## src/rtl/alu_op_sequencer_pkg.sv

```systemverilog
// alu_op_sequencer_pkg
//   Shared definitions for the ALU operand/opcode sequencer:
//   - default operand, opcode and result widths
//   - sequencer state encoding (IDLE, LOAD, EXEC, DONE)
//   - ALU opcode constants
//   - packed program entry {a, key} at the default widths
package alu_op_sequencer_pkg;

    localparam int SEQ_A_W   = 4;
    localparam int SEQ_KEY_W = 3;
    localparam int SEQ_RES_W = 8;

    typedef enum logic [1:0] {
        IDLE = 2'd0,
        LOAD = 2'd1,
        EXEC = 2'd2,
        DONE = 2'd3
    } seq_state_t;

    localparam logic [SEQ_KEY_W-1:0] OP_ADD_RIPPLE = 3'b000;
    localparam logic [SEQ_KEY_W-1:0] OP_ADD        = 3'b001;
    localparam logic [SEQ_KEY_W-1:0] OP_ORXOR      = 3'b010;
    localparam logic [SEQ_KEY_W-1:0] OP_ANY        = 3'b011;
    localparam logic [SEQ_KEY_W-1:0] OP_ALL        = 3'b100;
    localparam logic [SEQ_KEY_W-1:0] OP_SHL        = 3'b101;
    localparam logic [SEQ_KEY_W-1:0] OP_SHR        = 3'b110;
    localparam logic [SEQ_KEY_W-1:0] OP_MUL        = 3'b111;

    // Operand in the upper bits, opcode in the lower bits; the sequencer
    // stores entries in its buffer with this same layout.
    typedef struct packed {
        logic [SEQ_A_W-1:0]   a;
        logic [SEQ_KEY_W-1:0] key;
    } entry_t;

endpackage

```

## src/rtl/alu_op_sequencer_fifo.sv

```systemverilog
// seq_fifo
//   Circular FIFO holding DEPTH entries of W bits. Pointers wrap naturally
//   (DEPTH must be a power of two). The head entry is presented
//   combinationally on dout_o.
//   Ports:
//     clk_i, rst_i       clock, synchronous active-high reset
//     push_i, din_i      push request and data (dropped when full)
//     pop_i              pop request (ignored when empty)
//     dout_o             head entry
//     full_o, empty_o    occupancy flags
//     count_o            entries held (0..DEPTH)
//   Push and pop acceptance are both judged on the current count, so a push
//   into a full FIFO is dropped even when a pop happens in the same cycle.
module seq_fifo #(
    parameter int DEPTH = 4,
    parameter int W     = 7
) (
    input  logic                   clk_i,
    input  logic                   rst_i,
    input  logic                   push_i,
    input  logic [W-1:0]           din_i,
    input  logic                   pop_i,
    output logic [W-1:0]           dout_o,
    output logic                   full_o,
    output logic                   empty_o,
    output logic [$clog2(DEPTH):0] count_o
);

    localparam int PW = $clog2(DEPTH);
    localparam int CW = PW + 1;

    logic [W-1:0]  mem_q [DEPTH];
    logic [PW-1:0] wr_ptr_q, wr_ptr_d;
    logic [PW-1:0] rd_ptr_q, rd_ptr_d;
    logic [CW-1:0] count_q, count_d;
    logic          do_push, do_pop;

    assign full_o  = (count_q == CW'(DEPTH));
    assign empty_o = (count_q == '0);
    assign count_o = count_q;
    assign dout_o  = mem_q[rd_ptr_q];

    assign do_push = push_i & ~full_o;
    assign do_pop  = pop_i & ~empty_o;

    always_comb begin
        wr_ptr_d = wr_ptr_q;
        rd_ptr_d = rd_ptr_q;
        count_d  = count_q;
        if (do_push) wr_ptr_d = wr_ptr_q + PW'(1);
        if (do_pop)  rd_ptr_d = rd_ptr_q + PW'(1);
        case ({do_push, do_pop})
            2'b10:   count_d = count_q + CW'(1);
            2'b01:   count_d = count_q - CW'(1);
            default: count_d = count_q;
        endcase
    end

    always_ff @(posedge clk_i) begin
        if (rst_i) begin
            wr_ptr_q <= '0;
            rd_ptr_q <= '0;
            count_q  <= '0;
        end else begin
            wr_ptr_q <= wr_ptr_d;
            rd_ptr_q <= rd_ptr_d;
            count_q  <= count_d;
        end
    end

    // Storage needs no reset: reset empties the FIFO via the pointers/count.
    always_ff @(posedge clk_i) begin
        if (do_push) mem_q[wr_ptr_q] <= din_i;
    end

endmodule

```

## src/rtl/alu_op_sequencer.sv

```systemverilog
// alu_op_sequencer
//   Buffers (A operand, opcode) pairs and, on start, issues them one by one
//   to an external combinational ALU. The ALU B operand is the low A_W bits
//   of the accumulator and every result is captured back into it, so a
//   buffered program runs as a chain of dependent operations.
//   Each op takes two cycles (LOAD, EXEC); the done pulse coincides with the
//   first cycle the final accumulator value is visible.
//   Handshake: wr_en is a one-cycle push request with no back-pressure other
//   than full; a request seen while full is dropped. start is a one-cycle
//   request honoured only in IDLE with a non-empty buffer.
//   Ports:
//     clock, reset        clock, synchronous active-high reset
//     wr_en/wr_a/wr_key   program entry push
//     start               begin executing the buffered program
//     alu_result          combinational ALU result
//     alu_a/alu_b/alu_key operands and opcode driven to the ALU
//     acc                 accumulator (display value)
//     full/empty/count    buffer occupancy
//     busy                high in LOAD and EXEC
//     done                one-cycle completion pulse
//     overflow            sticky dropped-push flag
//     state               current sequencer state (debug visibility)
//   Configuration macro: ALU_SEQ_OVERFLOW_EN builds the sticky overflow flag;
//   without it overflow is tied low. Push dropping is identical either way.
module alu_op_sequencer
    import alu_op_sequencer_pkg::*;
#(
    parameter int DEPTH = 4,
    parameter int A_W   = SEQ_A_W,
    parameter int KEY_W = SEQ_KEY_W,
    parameter int RES_W = SEQ_RES_W
) (
    input  logic                   clock,
    input  logic                   reset,
    input  logic                   wr_en,
    input  logic [A_W-1:0]         wr_a,
    input  logic [KEY_W-1:0]       wr_key,
    input  logic                   start,
    input  logic [RES_W-1:0]       alu_result,
    output logic [A_W-1:0]         alu_a,
    output logic [A_W-1:0]         alu_b,
    output logic [KEY_W-1:0]       alu_key,
    output logic [RES_W-1:0]       acc,
    output logic                   full,
    output logic                   empty,
    output logic [$clog2(DEPTH):0] count,
    output logic                   busy,
    output logic                   done,
    output logic                   overflow,
    output seq_state_t             state
);

    localparam int EW = A_W + KEY_W;

    seq_state_t       state_q;
    logic [A_W-1:0]   alu_a_q;
    logic [KEY_W-1:0] alu_key_q;
    logic [RES_W-1:0] acc_q;
    logic             busy_q;
    logic             done_q;

    logic [EW-1:0]    head;
    logic             push_ok;
    logic             pop;

    assign push_ok = wr_en & ~full;
    assign pop     = (state_q == LOAD);

    seq_fifo #(
        .DEPTH (DEPTH),
        .W     (EW)
    ) u_fifo (
        .clk_i   (clock),
        .rst_i   (reset),
        .push_i  (wr_en),
        .din_i   ({wr_a, wr_key}),
        .pop_i   (pop),
        .dout_o  (head),
        .full_o  (full),
        .empty_o (empty),
        .count_o (count)
    );

    always_ff @(posedge clock) begin
        if (reset) begin
            state_q   <= IDLE;
            alu_a_q   <= '0;
            alu_key_q <= '0;
            acc_q     <= '0;
            busy_q    <= 1'b0;
            done_q    <= 1'b0;
        end else begin
            done_q <= 1'b0;
            case (state_q)
                IDLE: begin
                    if (start && !empty) begin
                        state_q <= LOAD;
                        busy_q  <= 1'b1;
                    end
                end
                LOAD: begin
                    alu_a_q   <= head[EW-1:KEY_W];
                    alu_key_q <= head[KEY_W-1:0];
                    state_q   <= EXEC;
                end
                EXEC: begin
                    acc_q <= alu_result;
                    // A push landing in this very cycle still belongs to the
                    // running program.
                    if (!empty || push_ok) begin
                        state_q <= LOAD;
                    end else begin
                        state_q <= DONE;
                        busy_q  <= 1'b0;
                        done_q  <= 1'b1;
                    end
                end
                DONE: begin
                    state_q <= IDLE;
                end
                default: begin
                    state_q <= IDLE;
                    busy_q  <= 1'b0;
                end
            endcase
        end
    end

    assign alu_a   = alu_a_q;
    assign alu_key = alu_key_q;
    assign acc     = acc_q;
    // Only the low bits feed back; upper result bits stay display-only.
    assign alu_b   = acc_q[A_W-1:0];
    assign busy    = busy_q;
    assign done    = done_q;
    assign state   = state_q;

`ifdef ALU_SEQ_OVERFLOW_EN
    logic overflow_q;

    always_ff @(posedge clock) begin
        if (reset) begin
            overflow_q <= 1'b0;
        end else if (wr_en && full) begin
            overflow_q <= 1'b1;
        end
    end

    assign overflow = overflow_q;
`else
    assign overflow = 1'b0;
`endif

endmodule

```

## config.mk

```make
export PLATFORM = sky130hd
export DESIGN_NAME = alu_op_sequencer
export DESIGN_NICKNAME = d
export VERILOG_FILES = /design/src/rtl/alu_op_sequencer_pkg.sv /design/src/rtl/alu_op_sequencer_fifo.sv /design/src/rtl/alu_op_sequencer.sv
export SDC_FILE = /design/constraint.sdc
export NUM_CORES = 1
export LEC_CHECK = 0
export BUFFER_PORTS_ARGS = -buffer_cell sky130_fd_sc_hd__buf_2
export CAP_MARGIN = 20
export CORE_AREA = 3 3 74 76
export DETAILED_ROUTE_END_ITERATION = 7
export DIE_AREA = 0 0 77 79
export PLACE_DENSITY = 0.74
export SYNTH_ARGS = -nofsm -noshare
export SYNTH_HDL_FRONTEND = slang
export SYNTH_SLANG_ARGS = --single-unit
```

## constraint.sdc

```tcl
create_clock -name clock -period 4.1 [get_ports clock]
set_clock_uncertainty 0.2 [all_clocks]
set_input_delay 0.82 -clock clock [delete_from_list [all_inputs] [get_ports clock]]
set_output_delay 0.82 -clock clock [all_outputs]
set_load 0.01 [all_outputs]
```

# Word-level counts from Yosys, hierarchy flattened
# Memory sizes are Yosys's and may differ from the RTL's. A register that Yosys moved wholly into a read port is not among the register bits.
# Cells that the tools add are included.
totals:
  memories: 1
  register_bits: 19
  romBits: 0
  ram_bits: 28
  latchBits: 0
  out_inout_bits: 29
classes:
  magnitude_cmp: 0
  addsub: 4
  bitwise: 5
  div: 0
  muxes: 10
  reduce_logical: 9
  multipliers: 0
  shift: 0
  n_eq_ne: 8
mem_list:
  columns: ["name", "words", "width", "read_ports", "rd_clocked_by_memory_dff", "write_ports", "line", "source"]
  rows:
  - ["u_fifo.mem_q", 4, 7, 1, 1, 1, "alu_op_sequencer_fifo.sv:32", "logic [W-1:0] mem_q [DEPTH];"]
op_table:
  columns: ["op", "count"]
  rows:
  - ["2-bit one-hot mux with 4 select lines", 1]
  - ["2-bit == test (second input constant)", 3]
  - ["3-bit one-hot mux with 2 select lines", 1]
  - ["1-bit two-way mux", 5]
  - ["2-bit by 1-bit adder with 2-bit output (second input constant)", 2]
  - ["2-bit by 1-bit == test with 1-bit output (second input constant)", 2]
  - ["2-bit two-way mux", 2]
  - ["2-bit != test (second input constant)", 2]
  - ["2-bit nonzero test", 2]
  - ["3-bit by 1-bit adder with 3-bit output (second input constant)", 1]
  - ["3-bit == test (second input constant)", 1]
  - ["3-bit zero test", 1]
  - ["1-bit NOT", 3]
  - ["3-bit AND reduction", 1]
  - ["3-bit by 1-bit subtractor with 3-bit output (second input constant)", 1]
  - ["1-bit AND", 2]
  - ["2-bit zero test", 1]
  - ["1-bit one-hot mux with 2 select lines", 1]
  - ["2-bit OR reduction", 1]
  - ["1-bit logical AND", 1]
  - ["1-bit zero test", 1]
  - ["1-bit logical OR", 1]

# Logic depth before layout (Yosys ltp)
logic_depth:
  ltp_word: 6
  ltp_mapped: 9
  ltp_nobuf: 9

# Cells and area by module
# Synthesis repeated with hierarchy kept, for this count alone.
hier_totals:
  hier_cells: 182
  hier_area_um2: 2285.9
by_module_without_submodules:
  columns: ["module", "cells_each", "instances", "seq_area_each_um2", "area_each_um2"]
  rows:
  - ["seq_fifo", 91, 1, 1021.0, 1492.7]
  - ["alu_op_sequencer", 91, 1, 380.4, 793.3]

# Worst setup path before layout
# No wires, ideal clock.
synth_timing:
  path_kind: "flip-flop to flip-flop"
  startpoint: "reg u_fifo.count_q[2] (netlist: u_fifo.count_o[2])"
  endpoint: "reg u_fifo.count_q[2] (netlist: u_fifo.count_o[2])"
  path_stages_with_launch: 10
  path_slack_ns: 1.562
  n_path_buf: 0
  setup_ns: 0.070
  arrival_time_ns: 2.268
  synth_period_minus_slack_ns: 2.538
  required_ns: 3.830
  cell_sequence: "dfxtp_1 > nor3b_1 > nor2_1 > inv_1 > ha_1 > inv_1 > fa_1 > xor2_1 > or3_1 > a21oi_1"
synth_via:
  elab_chain_len: 5
  elab_cells_between_ends: 12
  cone_classes: "2 x add/sub; 3 x eq/ne; 1 x mux; 4 x bitwise; 2 x reduce/logical"
synth_lines:
  columns: ["element", "line", "source"]
  rows:
  - ["start: declaration", "alu_op_sequencer_fifo.sv:35", "logic [CW-1:0] count_q, count_d;"]
  - ["start signal: assignment", "alu_op_sequencer_fifo.sv:67", "count_q <= count_d;"]
  - ["3-bit == test *", "alu_op_sequencer_fifo.sv:38", "assign full_o = (count_q == CW'(DEPTH));"]
  - ["named net full", "alu_op_sequencer.sv:44", "output logic full,"]
  - ["1-bit NOT *", "alu_op_sequencer_fifo.sv:43", "assign do_push = push_i & ~full_o;"]
  - ["1-bit AND *", "alu_op_sequencer_fifo.sv:43", null]
  - ["2-bit by 1-bit == test with 1-bit output or 2-bit == test (tied branches)", "alu_op_sequencer_fifo.sv:52", "case ({do_push, do_pop})"]
  - ["3-bit one-hot mux with 2 select lines or 2-bit nonzero test (tied branches)", null, null]
# Mark *: on every way through the listed nets, which the timed path passes. The rest lies on a longest branch.
# A chain may end at the register's enable or synchronous reset.

# Worst setup path after layout
layout_timing:
  startpoint: "reg state_q[1] (netlist: state[1])"
  endpoint: "reg u_fifo.count_q[2] (netlist: u_fifo.count_o[2])"
layout_via:
  elab_chain_len: 4
  elab_cells_between_ends: 6
  cone_classes: "3 x eq/ne; 1 x mux; 1 x bitwise; 1 x reduce/logical"
layout_lines:
  columns: ["element", "line", "source"]
  rows:
  - ["start: declaration", "alu_op_sequencer.sv:55", "seq_state_t state_q;"]
  - ["start signal: assignment", "alu_op_sequencer.sv:86", "state_q <= IDLE;"]
  - ["start signal: assignment", "alu_op_sequencer.sv:97", "state_q <= LOAD;"]
  - ["start signal: assignment", "alu_op_sequencer.sv:104", "state_q <= EXEC;"]
  - ["2-bit by 1-bit == test with 1-bit output *", "alu_op_sequencer.sv:67", "assign pop = (state_q == LOAD);"]
  - ["1-bit AND *", "alu_op_sequencer_fifo.sv:44", "assign do_pop = pop_i & ~empty_o;"]
  - ["named net u_fifo.do_pop", "alu_op_sequencer_fifo.sv:36", "logic do_push, do_pop;"]
  - ["2-bit by 1-bit == test with 1-bit output or 2-bit == test (tied branches)", "alu_op_sequencer_fifo.sv:52", null]
  - ["3-bit one-hot mux with 2 select lines or 2-bit nonzero test (tied branches)", null, null]
# Marks and branches as above.

==> impl_metrics.py <==
metrics = {
    "clock_tree": {
        "cts_resized": 0,
        "path_clk_slew_ns": 0.10,
        "cts_tree": "done",
        "cts_buffer_depth": 2,
        "cts.sinks": 54,
        "htree_levels": 2,
        "cts_root_buf": "clkbuf_8",
        "cts_made_buffers": 5,
        "cts_hold_buf": 0,
        "worstSkewPairLatency_ns": 0.30,
        "cts_setup_buffers": 0,
    },
    "critical_path": {
        "crit_fanout": 13,
        "critPathLaunchType": "register",
        "cpPeakStageDelay_ns": 0.47,
        "r2r-start": "state[1]",
        "endpoint_kind": "register",
        "cp_slowest_cell": "nand2b_1",
        "crit_chain": "nand2b_1 > nor2_1 > ha_1 > inv_1 > fa_1 > xor2_1 > or3_1 > a21oi_1",
        "crit_type": "reg -> reg",
        "reg2reg_to": "u_fifo.count_o[2]",
        "reg2reg_slack_ns": 1.56,
        "required_ns": 4.14,
        "ff2ff_path_depth": 8,
        "critPathArrivalTime_ns": 2.58,
    },
    "routing": {
        "post_drt_via_cell_ratio": 4.79,
        "routedWlPerCell_um": 13.6,
        "drt_first_pass_iters": 4,
        "drcViolationCount": 0,
        "routed_wl_um": 3760,
        "vias": 1328,
        "drt-initial-drc-count": 66,
        "ant_nets": 0,
    },
    "global_routing": {
        "grt.total_usage_pct": 12.7,
        "grt_pass1_wl_um": 5960,
        "antenna_found_initial": 0,
        "grt_pass1_vias": 1259,
        "overflow": 0,
        "grt_max_degree": 28,
    },
    "floorplan": {
        "die_h_um": 79,
        "io_pins": 48,
        "row_count": 25,
        "start_util_pct": 45.6,
        "coreArea_um2": 4790,
        "dieWidth_um": 77,
        "die_area_um2": 6080,
    },
    "run": {
        "maxCapViolCount": 0,
    },
    "hold_path": {
        "hp-start": "acc[6]",
        "min_to": "acc[6]",
        "whs_path_depth": 2,
        "min_path_type": "reg -> reg",
    },
    "placement": {
        "gp_congestion": 0.731,
        "place_inst": 269,
        "dp_slack_ns": 1.40,
        "dp_hpwl_um": 2650,
        "io_buffers": 46,
    },
    "power_and_ir_drop": {
        "finalPower_w": 0.00115,
        "irDropWorstVdd_mv": 0.279,
        "powerDensity_nw_per_um2": 454,
        "p_leak_nw": 1.05,
    },
    "yosys": {
        "yosys.area.top_type_share_pct": 38.5,
        "synth_cell_types": 29,
        "syn_avg_cell_area_um2": 12.9,
        "synth_area_leaders": "edfxtp_1 39%, dfxtp_1 24%, mux4_1 8.4%",
        "syn_area_um2": 2180,
        "synth_fp_nets": 194,
        "yosysWarnings": 0,
        "ys_seq_area_share_pct": 62.4,
        "synth-seq-cells": 54,
        "yosys.area.top_type": "edfxtp_1",
        "syn_inst": 169,
    },
    "sta": {
        "finalCritPeriodShare_pct": 62.0,
        "fin_ws_ns": 1.56,
        "hold_viol_final": 0,
        "setup-tns-final_ns": 0,
        "setup_viol": 0,
        "rsz0062_at_grt": "false",
        "tightest_slew_ns": 0.680,
        "slew_viol_final": 0,
        "relSlewSlack_pct": 54.7,
        "post-route-min-period_ns": 2.54,
        "timing.fmax_ghz": 0.393,
    },
    "cells_and_area": {
        "stdcell_count": 277,
        "layout_common_cells": "46 x buf_2, 28 x edfxtp_1, 26 x dfxtp_1",
        "nFillCells": 421,
        "final-seq-area_um2": 1360,
        "layout_commonest_cell": "buf_2",
        "antennaDiodeCount": 0,
        "multi_input_area_um2": 708,
        "areaGrowthSynthToFinish_pct": 16.4,
        "layout-drive-gt1-share_pct": 27.1,
        "nets": 234,
    },
    "outcome": {
        "status": "completed",
    },
}
-- kinds of logic (layout without fill, tap and decap cells) --
| family | Yosys count | in the layout | synth area share [%] |
|---|---|---|---|
| AOI/OAI and AO/OA | 22 | 22 | 5.16 |
| DFF | 54 | 54 | 62.4 |
| adders and majority gates | 6 | 6 | 3.78 |
| muxes | 15 | 15 | 12.1 |
| xor gates and xnor gates | 2 | 2 | 0.803 |
| buffers and inverters | 22 | 63 | 5.16 |
| other | 1 | 1 | 0.172 |
| and+or+nand+nor | 47 | 47 | 10.4 |
-- worst max-delay path: cells and delay by family, from the launching register on --
kind	cells	cell delay, ns
buffers and inverters	1	0.06
adder cells (fa/ha/maj)	2	0.57
XOR/XNOR	1	0.15
AO/OA/AOI/OAI	1	0.15
AND/OR/NAND/NOR	3	0.99
flip-flops	1	0.36
-- worst max-delay path by stage --
| stage | startpoint | to | slack (ns) | depth (start not counted) |
|---|---|---|---|---|
| 6_report | state[1] | u_fifo.count_o[2] | 1.56 | 8 |
| 5_1_grt | u_fifo.count_o[2] | u_fifo.count_o[2] | 1.28 | 9 |
| 4_1_cts | state[1] | u_fifo.count_o[2] | 1.54 | 8 |
| 3_5_place_dp | wr_en | u_fifo.count_o[2] | 1.40 | 10 |
| 3_3_place_gp | wr_en | u_fifo.count_o[2] | 1.46 | 10 |
| 2_1_floorplan | u_fifo.count_o[2] | u_fifo.count_o[2] | 1.56 | 9 |
-- metrics by stage --
stage | utilization (%) | area, um2 | hold WS, ns
4_1_cts | 53.1 | 2540 | 0.258
2_1_floorplan | - | 2180 | 0.281
5_1_grt | 53.1 | 2540 | 0.290
6_report | 53.1 | 2540 | 0.257
3_5_place_dp | 50.5 | 2420 | 0.244
3_3_place_gp | 50.5 | 2420 | 0.239
-- layer usage --
metal / track usage, % / vias to the layer above / routed length [um]
met3: 3.40 / 6 / 127
met1: 14.3 / 633 / 1610
li1: - / 670 / -
met4: 5.34 / 0 / 61
met2: 22.8 / 19 / 1960
met5: 0 / - / 0
-- state kept, by name (all words and copies together), names as in the netlist --
register         cells
u_fifo.count_o       3
u_fifo.mem_q        28
acc                  8
busy                 1
done                 1
u_fifo.wr_ptr_q      2
alu_a                4
alu_key              3
state                2
u_fifo.rd_ptr_q      2
-- final cells by class --
| cell class | instances | area share, % |
|---|---|---|
| clock buffers | 6 | 3.25 |
| clock inverters | 2 | 1.53 |
| inverters | 9 | 1.38 |
| multi-input cells | 93 | 27.9 |
| flip-flops and latches | 54 | 53.6 |
| well taps | 67 | 3.30 |
| repair buffers | 46 | 9.06 |
-- cells in the mapped netlist, drive strengths merged --
library cell / count
clkinvlp: 1
mux2i: 8
nand3: 1
o21ai: 5
nand2: 16
nor2: 13
edfxtp: 28
or4: 1
xor2: 2
buf: 8
clkbuf: 5
or3: 4
nand2b: 4
mux4: 7
nor3b: 2
ha: 5
o31ai: 1
a21oi: 16
nor3: 1
dfxtp: 26
conb: 1
inv: 8
fa: 1
and2: 4
nor2b: 1
-- power breakdown --
part / internal, W / total, W / switching [W] / leakage [nW]
logic: 0.0000674 / 0.000154 / 0.0000865 / 0.518
registers: 0.000603 / 0.000624 / 0.0000216 / 0.468
clock network: 0.000201 / 0.000375 / 0.000174 / 0.0618
Power figures use the tool's default switching activity.
